`config.mk`:
```
export PLATFORM = sky130hd
export DESIGN_NAME = matrix_scan_flat
export DESIGN_NICKNAME = d
export VERILOG_FILES = /design/src/rtl/matrix_scan_if.sv /design/src/rtl/matrix_scan.sv /design/src/flat_wrapper.sv
export SDC_FILE = /design/constraint.sdc
export NUM_CORES = 1
export LEC_CHECK = 0
export ABC_AREA = 1
export BUFFER_PORTS_ARGS = -buffer_cell sky130_fd_sc_hd__buf_2
export CAP_MARGIN = 20
export CORE_MARGIN = 2
export CORE_UTILIZATION = 31
export CTS_BUF_LIST = sky130_fd_sc_hd__clkbuf_4
export DETAILED_ROUTE_END_ITERATION = 8
export PLACE_DENSITY_LB_ADDON = 0.2
export SYNTH_ARGS = -nofsm -noshare
export SYNTH_HDL_FRONTEND = slang
export SYNTH_SLANG_ARGS = --single-unit
```
`constraint.sdc`:
```
create_clock -name clk -period 1.7 [get_ports clk]
set_clock_uncertainty 0.1 [all_clocks]
set_input_delay 0.34 -clock clk [delete_from_list [all_inputs] [get_ports clk]]
set_output_delay 0.34 -clock clk [all_outputs]
set_load 0.005 [all_outputs]
```
`src/rtl/matrix_scan_if.sv`:
```
// Frame-load handshake between a frame producer and matrix_scan.
//   frame_data  : ROWS*COLS*2 bits, pixel (r,c) R at [(ROWS-1-r)*2*COLS + 2*c], G one bit above
//   frame_valid : producer offers frame_data this cycle
//   frame_ready : consumer has a free pending buffer; transfer when valid && ready
// master = producer, slave = matrix_scan.
interface matrix_scan_if #(
  parameter int unsigned ROWS = 8,
  parameter int unsigned COLS = 8
);
  logic [ROWS*COLS*2-1:0] frame_data;
  logic                   frame_valid;
  logic                   frame_ready;

  modport master (
    output frame_data,
    output frame_valid,
    input  frame_ready
  );

  modport slave (
    input  frame_data,
    input  frame_valid,
    output frame_ready
  );
endinterface

```
`src/rtl/matrix_scan.sv`:
```
// Row-multiplexed LED matrix scanner with double-buffered frames and global PWM dimming.
// Ports:
//   clk, rst     : single clock, synchronous active-high reset
//   enable       : scan enable; when low the display blanks and counters park at row 0 slot 0
//   brightness   : global dim level, sampled at each slot start
//   bus (slave)  : frame_data / frame_valid / frame_ready load handshake
//   row_o        : active-low one-hot-zero row select (registered)
//   col_r, col_g : active-high column drives for the selected row (registered)
//   frame_start  : one-cycle pulse on the pins at row 0, slot 0 (registered)
// Parameters must satisfy ROW_CYC > BLANK_CYC >= 1 and (ROW_CYC-BLANK_CYC) % 2**PWM_BITS == 0.
module matrix_scan #(
  parameter int unsigned ROWS      = 8,
  parameter int unsigned COLS      = 8,
  parameter int unsigned ROW_CYC   = 18,
  parameter int unsigned BLANK_CYC = 2,
  parameter int unsigned PWM_BITS  = 2
) (
  input  logic                clk,
  input  logic                rst,
  input  logic                enable,
  input  logic [PWM_BITS-1:0] brightness,
  matrix_scan_if.slave        bus,
  output logic [ROWS-1:0]     row_o,
  output logic [COLS-1:0]     col_r,
  output logic [COLS-1:0]     col_g,
  output logic                frame_start
);

  localparam int unsigned FrameW = ROWS * COLS * 2;
  localparam int unsigned RowW   = (ROWS > 1) ? $clog2(ROWS) : 1;
  localparam int unsigned SlotW  = (ROW_CYC > 1) ? $clog2(ROW_CYC) : 1;
  localparam int unsigned OnW    = $clog2(ROW_CYC + 1);
  localparam int unsigned Unit   = (ROW_CYC - BLANK_CYC) >> PWM_BITS;

  logic [RowW-1:0]   row_q;
  logic [SlotW-1:0]  slot_q;
  logic [FrameW-1:0] active_q;
  logic [FrameW-1:0] pending_q;
  logic              pending_full_q;
  logic [OnW-1:0]    on_len_q;

  logic [OnW-1:0]    on_len_d;
  logic              slot_last;
  logic              row_last;
  logic              boundary;
  logic              swap;
  logic              capture;
  logic              lit;
  logic [ROWS-1:0]   row_sel;
  logic [2*COLS-1:0] row_bits;
  logic [COLS-1:0]   pix_r;
  logic [COLS-1:0]   pix_g;

  // Largest product is Unit * 2**PWM_BITS == ROW_CYC-BLANK_CYC, so OnW always holds it.
  assign on_len_d  = OnW'(Unit * (32'(brightness) + 32'd1));

  assign slot_last = (32'(slot_q) == ROW_CYC - 1);
  assign row_last  = (32'(row_q) == ROWS - 1);
  assign boundary  = enable && slot_last && row_last;
  // While disabled there is no frame to tear, so a pending frame swaps in at once.
  assign swap      = pending_full_q && (boundary || !enable);
  assign capture   = bus.frame_valid && !pending_full_q;

  // Window starts at BLANK_CYC >= 1, so on_len_q latched at slot 0 is always current here.
  assign lit = enable && (32'(slot_q) >= BLANK_CYC) &&
               (32'(slot_q) < BLANK_CYC + 32'(on_len_q));

  assign bus.frame_ready = ~pending_full_q & ~rst;

  always_comb begin
    row_sel  = '1;
    row_bits = '0;
    for (int r = 0; r < ROWS; r++) begin
      if (row_q == RowW'(r)) begin
        row_sel[r] = 1'b0;
        row_bits   = active_q[(ROWS-1-r)*2*COLS +: 2*COLS];
      end
    end
    for (int c = 0; c < COLS; c++) begin
      pix_r[c] = row_bits[2*c];
      pix_g[c] = row_bits[2*c+1];
    end
  end

  always_ff @(posedge clk) begin
    if (rst) begin
      row_q          <= '0;
      slot_q         <= '0;
      active_q       <= '0;
      pending_q      <= '0;
      pending_full_q <= 1'b0;
      on_len_q       <= '0;
      row_o          <= '1;
      col_r          <= '0;
      col_g          <= '0;
      frame_start    <= 1'b0;
    end else begin
      if (!enable) begin
        row_q  <= '0;
        slot_q <= '0;
      end else if (slot_last) begin
        slot_q <= '0;
        row_q  <= row_last ? '0 : row_q + RowW'(1);
      end else begin
        slot_q <= slot_q + SlotW'(1);
      end

      if (slot_q == '0) begin
        on_len_q <= on_len_d;
      end

      // Capture needs pending empty and swap needs it full, so the two never collide.
      if (swap) begin
        active_q       <= pending_q;
        pending_full_q <= 1'b0;
      end else if (capture) begin
        pending_q      <= bus.frame_data;
        pending_full_q <= 1'b1;
      end

      row_o       <= lit ? row_sel : '1;
      col_r       <= lit ? pix_r : '0;
      col_g       <= lit ? pix_g : '0;
      frame_start <= enable && (row_q == '0) && (slot_q == '0);
    end
  end

endmodule
```
`src/flat_wrapper.sv`:
```
// flat-port wrapper written by rule: the top's interface ports become plain ports
module matrix_scan_flat 
#(
  parameter int unsigned ROWS      = 8,
  parameter int unsigned COLS      = 8,
  parameter int unsigned ROW_CYC   = 18,
  parameter int unsigned BLANK_CYC = 2,
  parameter int unsigned PWM_BITS  = 2
)
  (clk, rst, enable, brightness, row_o, col_r, col_g, frame_start, bus_frame_data, bus_frame_valid, bus_frame_ready);
  matrix_scan_if #(.ROWS(ROWS), .COLS(COLS)) bus_i ();
  input  logic clk;
  input  logic rst;
  input  logic enable;
  input  logic [PWM_BITS-1:0] brightness;
  output logic [ROWS-1:0] row_o;
  output logic [COLS-1:0] col_r;
  output logic [COLS-1:0] col_g;
  output logic frame_start;
  input wire logic [$bits(bus_i.frame_data)-1:0] bus_frame_data;
  input wire logic [$bits(bus_i.frame_valid)-1:0] bus_frame_valid;
  output wire logic [$bits(bus_i.frame_ready)-1:0] bus_frame_ready;
  assign bus_i.frame_data = bus_frame_data;
  assign bus_i.frame_valid = bus_frame_valid;
  assign bus_frame_ready = bus_i.frame_ready;
  matrix_scan #(.ROWS(ROWS), .COLS(COLS), .ROW_CYC(ROW_CYC), .BLANK_CYC(BLANK_CYC), .PWM_BITS(PWM_BITS)) u_core (.clk(clk), .rst(rst), .enable(enable), .brightness(brightness), .bus(bus_i), .row_o(row_o), .col_r(col_r), .col_g(col_g), .frame_start(frame_start));
endmodule
```
; After elaboration in Yosys (flattened, before gate mapping)
; Index checks and enable logic that the tools add are counted.
[word_totals]
wordCells = 65
in_bits = 134
out_inout_bits = 26
register_bits = 293
[op_classes]
n_bitwise = 6
order_cmp = 2
eq_ne = 8
reduce_logical = 18
add_sub_neg = 4
n_mux = 17
[ops]
columns = operator, count
row1 = 16-bit 2-to-1 mux, 8
row2 = 5-bit by 32-bit less-than comparator with 1-bit output, 1
row3 = "3-bit == test, second input constant", 4
row4 = 1-bit logical AND, 8
row5 = 1-bit 2-to-1 mux, 8
row6 = "2-bit by 5-bit adder with 6-bit output, first input constant", 1
row7 = "3-bit by 2-bit == test with 1-bit output, second input constant", 2
row8 = 2-bit OR reduction, 3
row9 = "5-bit by 1-bit adder with 5-bit output, second input constant", 1
row10 = "5-bit == test, second input constant", 1
row11 = "5-bit by 2-bit greater-or-equal comparator with 1-bit output, second input constant", 1
row12 = 5-bit zero test, 1
row13 = 1-bit NOT, 5
row14 = "2-bit by 1-bit adder with 3-bit output, second input constant", 1
row15 = "3-bit by 1-bit adder with 3-bit output, second input constant", 1
row16 = "3-bit by 1-bit == test with 1-bit output, second input constant", 1
row17 = 3-bit zero test, 1
row18 = 3-bit 2-to-1 mux, 1
row19 = 3-bit OR reduction, 1
row20 = 1-bit zero test, 2
row21 = 2-bit AND reduction, 1
row22 = 1-bit bitwise AND, 1
row23 = 1-bit logical OR, 1

; Logic depth before layout (Yosys ltp)
[depth]
ltp_word = 9
ltp_mapped = 13
ltp_nobuf = 13

; Least setup slack after synthesis
; Ideal clock, no wire load.
[synth_timing]
path_kind = flip-flop to flip-flop
startpoint = reg u_core.row_q[0]
endpoint = reg u_core.active_q[125]
setup_time_ps = 116
t_arrival_ps = 1566
required_ps = 1484
synth_period_minus_slack_ps = 1783
setup_slack_ps = -83
stages_incl_launch_ff = 11
n_path_buf = 3
cell_sequence = dfxtp_1 -> ha_1 -> ha_1 -> inv_1 -> buf_2 -> o21ai_2 -> nand2_2 -> buf_6 -> buf_6 -> o21ai_1 -> a21oi_1
[synth_between]
elab_chain_len = 4
[synth_lines]
columns = item, line
row1 = "start, declared", matrix_scan.sv:35  ; logic [RowW-1:0] row_q;
row2 = "start signal, assigned", matrix_scan.sv:103  ; row_q <= row_last ? '0 : row_q + RowW'(1);
row3 = 3-bit == test, matrix_scan.sv:58  ; assign row_last = (32'(row_q) == ROWS - 1);
row4 = 1-bit logical AND, matrix_scan.sv:59  ; assign boundary = enable && slot_last && row_last;
row5 = 1-bit logical OR, matrix_scan.sv:61  ; assign swap = pending_full_q && (boundary || !enable);
row6 = 1-bit logical AND, matrix_scan.sv:61
row7 = "end signal, assigned", matrix_scan.sv:114  ; active_q <= pending_q;
row8 = "end, declared", matrix_scan.sv:37  ; logic [FrameW-1:0] active_q;
; Every way passes these cells.
; A chain may end at the register's enable or synchronous reset.

; Worst setup path after layout
[layout_timing]
startpoint = reg u_core.row_q[0]
endpoint = reg u_core.col_r[6]
[layout_between]
elab_chain_len = 9
word_cells_on_any_way = 16
classes_between = eq/ne: 7 / mux: 8 / reduce/logical: 1
[layout_lines]
columns = item, line
row1 = 3-bit zero test, matrix_scan.sv:74  ; if (row_q == RowW'(r)) begin
row2 = 16-bit 2-to-1 mux (7 in series), matrix_scan.sv:74
row3 = 16-bit 2-to-1 mux (*), matrix_scan.sv:74
row4 = "end signal, assigned", matrix_scan.sv:122  ; col_r <= lit ? pix_r : '0;
row5 = "end, declared", matrix_scan.sv:24  ; output logic [COLS-1:0] col_r,
; Mark *: on every way between the ends. The rest lies on a longest branch, timed or not.

==> results.md <==
* Critical Path End: u_core.col_r[6]
* Synth Net Count at 1699
* Fmax at 527 MHz
* DRT Wirelength at 39200 µm
* Setup Viol. Count Final at 134
* R2r endpoint: u_core.col_r[6]
* Initial Util at 31.5%
* H-tree Lvls at 3
* Crit path max-delay family: simple AND/OR/NAND/NOR gates
* Worst Path Arrival at 2450 ps
* Min Tclk post-route at 1900 ps
* Area of the multi-input gates at 0.00623 mm²
* DPL Wire Length at 23600 µm
* Reg2reg path depth at 15
* CP max-delay cell: dfxtp_2
* Detailed-route via count at 11.4k
* Final hold vios at 0
* Antenna-violating nets left at 0
* First-pass GRT wire length at 57100 µm
* #FFs+latches synth at 293
* # IOs at 160
* Gr ovfl total at 0
* Slew Limit Fails at 0
* DR WL/cell at 15.8 µm
* Combinational share of power at 15.0%
* FF/Latch Area at 0.00588 mm²
* Share of cells above drive strength 1 at 38.6%
* Worst path bufs/invs at 5
* Seq pwr share at 46.7%
* NetSw at 4.47 mW
* RSZ-0062 raised after global routing: true
* Sw frac at 27.1%
* Max VDD drop at 328 µV
* First DRT Iteration DRCs at 558
* CTS tree: yes
* Critical-path maximum fanout at 7
* Failing checks: setup timing
* R2r setup slk at -200 ps
* Initial antenna violation count at 2
* Drt via density at 4.62
* # fillers at 3538
* CORE AREA at 0.0366 mm²
* CP cell instances: buf_6 -> inv_6 -> ha_4 -> inv_4 -> nor2_4 -> clkbuf_16 -> buf_6 -> nand3_2 -> nand3_2 -> nand3_2 -> nand2_2 -> nand2_2 -> nand2_2 -> nand2_2 -> nand2_1
* Area grow syn2layout at 57.9%
* RD Place Congestion at 0.809
* Clock root buffer: clkbuf_4
* Critical Path Source: u_core.row_q[0]
* Critical path class: reg2reg
* Tot GR Track Use at 18.8%
* Worst path max stage delay at 340 ps
* Post-Syn Instances at 1552
* Synth Cell Area at 0.0115 mm²
* Worst skew pair latency at 730 ps
* Power density cells at 904 mW/mm²
* CTS buffer count at 80
* CP Capture Type: flop
* Clk pwr share at 38.3%
* Pwr Total at 16.5 mW
* Die area at 0.0388 mm²
* Status: finished with violations
* HP Class: in2reg
* Internal Pwr Total at 12.0 mW
* Ys Warns at 0
* Number of cells on the critical path at 15
* Clock transition at path regs at 70 ps
* Pin count of the biggest net entering global routing at 142
* Vias in the first global route at 11.0k
* PortBufs at 159
* Most common cell after layout, fill and taps aside: nor2_1
* Worst Slack Setup Final at -197 ps
* Die Width at 197 µm
* Residual DRC at 0
* Clk sinks at 293
* Reg-to-reg startpoint: u_core.row_q[0]
* Yosys cell types at 28
* Worst-Margin Slew at 725 ps
* Die height at 197 µm
* Final worst-path cycle share at 112%
* Max_cap viols at 0
* Sequential area share after synthesis at 50.8%
* Syn_area_per_cell at 7.44 µm²
* CP dominant cell by count: nand2_2
* Max clock buf depth at 3
* # nets final at 2094
* Layout Utilization at 49.8%
* First-pass DRT Iterations at 5
* P_leak at 7.74 nW
* Most frequent cells in the layout: nor2_1, dfxtp_1, o21ai_0
* Startpoint types: flop
* # rows at 70
* Critical Path RT at 2260 ps
* Max_slew headroom at 51.6%
==> stage by stage <==
| stage | setup slack [ps] | hold slack, ps | setup TNS (ps) | std cells | instance area (µm²) |
|---|---|---|---|---|---|
| finish | -197 | 74.9 | -10430 | 2473 | 18200 |
| CTS | -175 | 10.5 | -16710 | 2441 | 16400 |
| global placement | -424 | 340 | -8980 | 2150 | 13200 |
| detailed placement | -429 | 345 | -10860 | 2150 | 13200 |
| global route | -272 | 43.5 | -20760 | 2473 | 18200 |
| floorplan | -2.16 | 318 | -2.16 | 1552 | 11600 |
==> tightest hold or removal path, stage by stage <==
cell and delay, ps:
buf_2 120, nand2_4 150, inv_8 100, nor2_1 90, nor2_1 50
==> cell families (layout without fill, tap and decap cells) <==
group	after synthesis	after routing	synth area share, %
AO/OA/AOI/OAI	403	403	17.6
XOR/XNOR	1	1	0.0759
adder cells (fa/ha/maj)	13	13	1.41
buffers and inverters	230	679	9.15
flip-flops	293	293	50.8
other	0	2	0
AND/OR/NAND/NOR	612	614	20.9
==> power groups by stage <==
stage                     logic, mW  registers, mW  clock network (mW)
after floorplan                1.04           7.66                   0
final                          2.47           7.70                6.31
after global routing           2.71           7.75                6.92
after CTS                      1.98           7.61                6.51
after global placement         1.51           7.76                   0
after detailed placement       1.54           7.76                   0
==> worst min path at each step <==
stage,start,cells after the start,to
detailed placement,u_core.active_q[55],2,u_core.active_q[55]
global placement,u_core.active_q[55],2,u_core.active_q[55]
CTS,bus_frame_valid,5,u_core.pending_q[43]
floorplan,rst,1,u_core.pending_full_q
global route,bus_frame_valid,5,u_core.pending_q[43]
finish,bus_frame_valid,5,u_core.pending_q[50]
==> per-layer routing <==
layer	global-route usage (%)	share of wire, %	wire length, µm
met5	0	0	0
met4	5.93	1.9	754
met3	3.80	4.6	1800
met2	29.4	44	17300
met1	26.0	49	19300
==> layout make-up <==
| cell class | instances | area share, % |
|---|---|---|
| Clock buffer | 126 | 5.19 |
| Inverter | 127 | 2.93 |
| Antenna cell | 2 | 0.0275 |
| Sequential cell | 293 | 32.3 |
| Timing Repair Buffer | 414 | 21.8 |
| Multi-Input combinational cell | 1031 | 34.2 |
| Tap cell | 468 | 3.21 |
| Clock inverter | 12 | 0.391 |
==> timing repair <==
| item | in CTS | in global routing |
|---|---|---|
| hold buffers | 131 | 0 |
| pin swaps | 25 | 126 |
| gates resized for setup | 155 | 379 |
| buffers inserted | 10 | 12 |
| endpoints found under the hold margin | 132 | 0 |
| setup endpoints to repair | 125 | 163 |
| cloned | 12 | 21 |
==> synth_stat cells <==
cell      count  area share (%)
nor2_4        4            0.39
nor2_1      403              13
nand4_1       2            0.11
buf_2        18            0.78
a211oi_1      1           0.065
inv_2         2           0.065
xor2_1        1           0.076
a211oi_2      1            0.11
buf_4         9            0.59
nand2_1     146             4.7
clkbuf_2      1           0.043
nor2_2        1           0.054
inv_1       123             4.0
nor3b_1       1           0.065
nand2_2       2            0.11
dfxtp_1     293              51
clkbuf_1     55             1.8
nor4_1        1           0.054
o21ai_1     103             4.5
ha_1         13             1.4
o21ai_0     207             9.0
clkinv_1      2           0.065
nand3_2       1           0.087
a21oi_1      90             3.9
buf_1         2           0.065
nand3_1      51             2.2
o21ai_2       1           0.076
buf_6        18             1.8
==> flip-flops by register name (all words and copies together) (netlist names) <==
name and count:
u_core.active_q 128, u_core.col_g 8, u_core.col_r 8, u_core.frame_start 1, u_core.on_len_q 3, u_core.pending_full_q 1, u_core.pending_q 128, u_core.row_o 8
u_core.row_q 3, u_core.slot_q 5
Note: power is estimated with default switching activity, not from simulation.
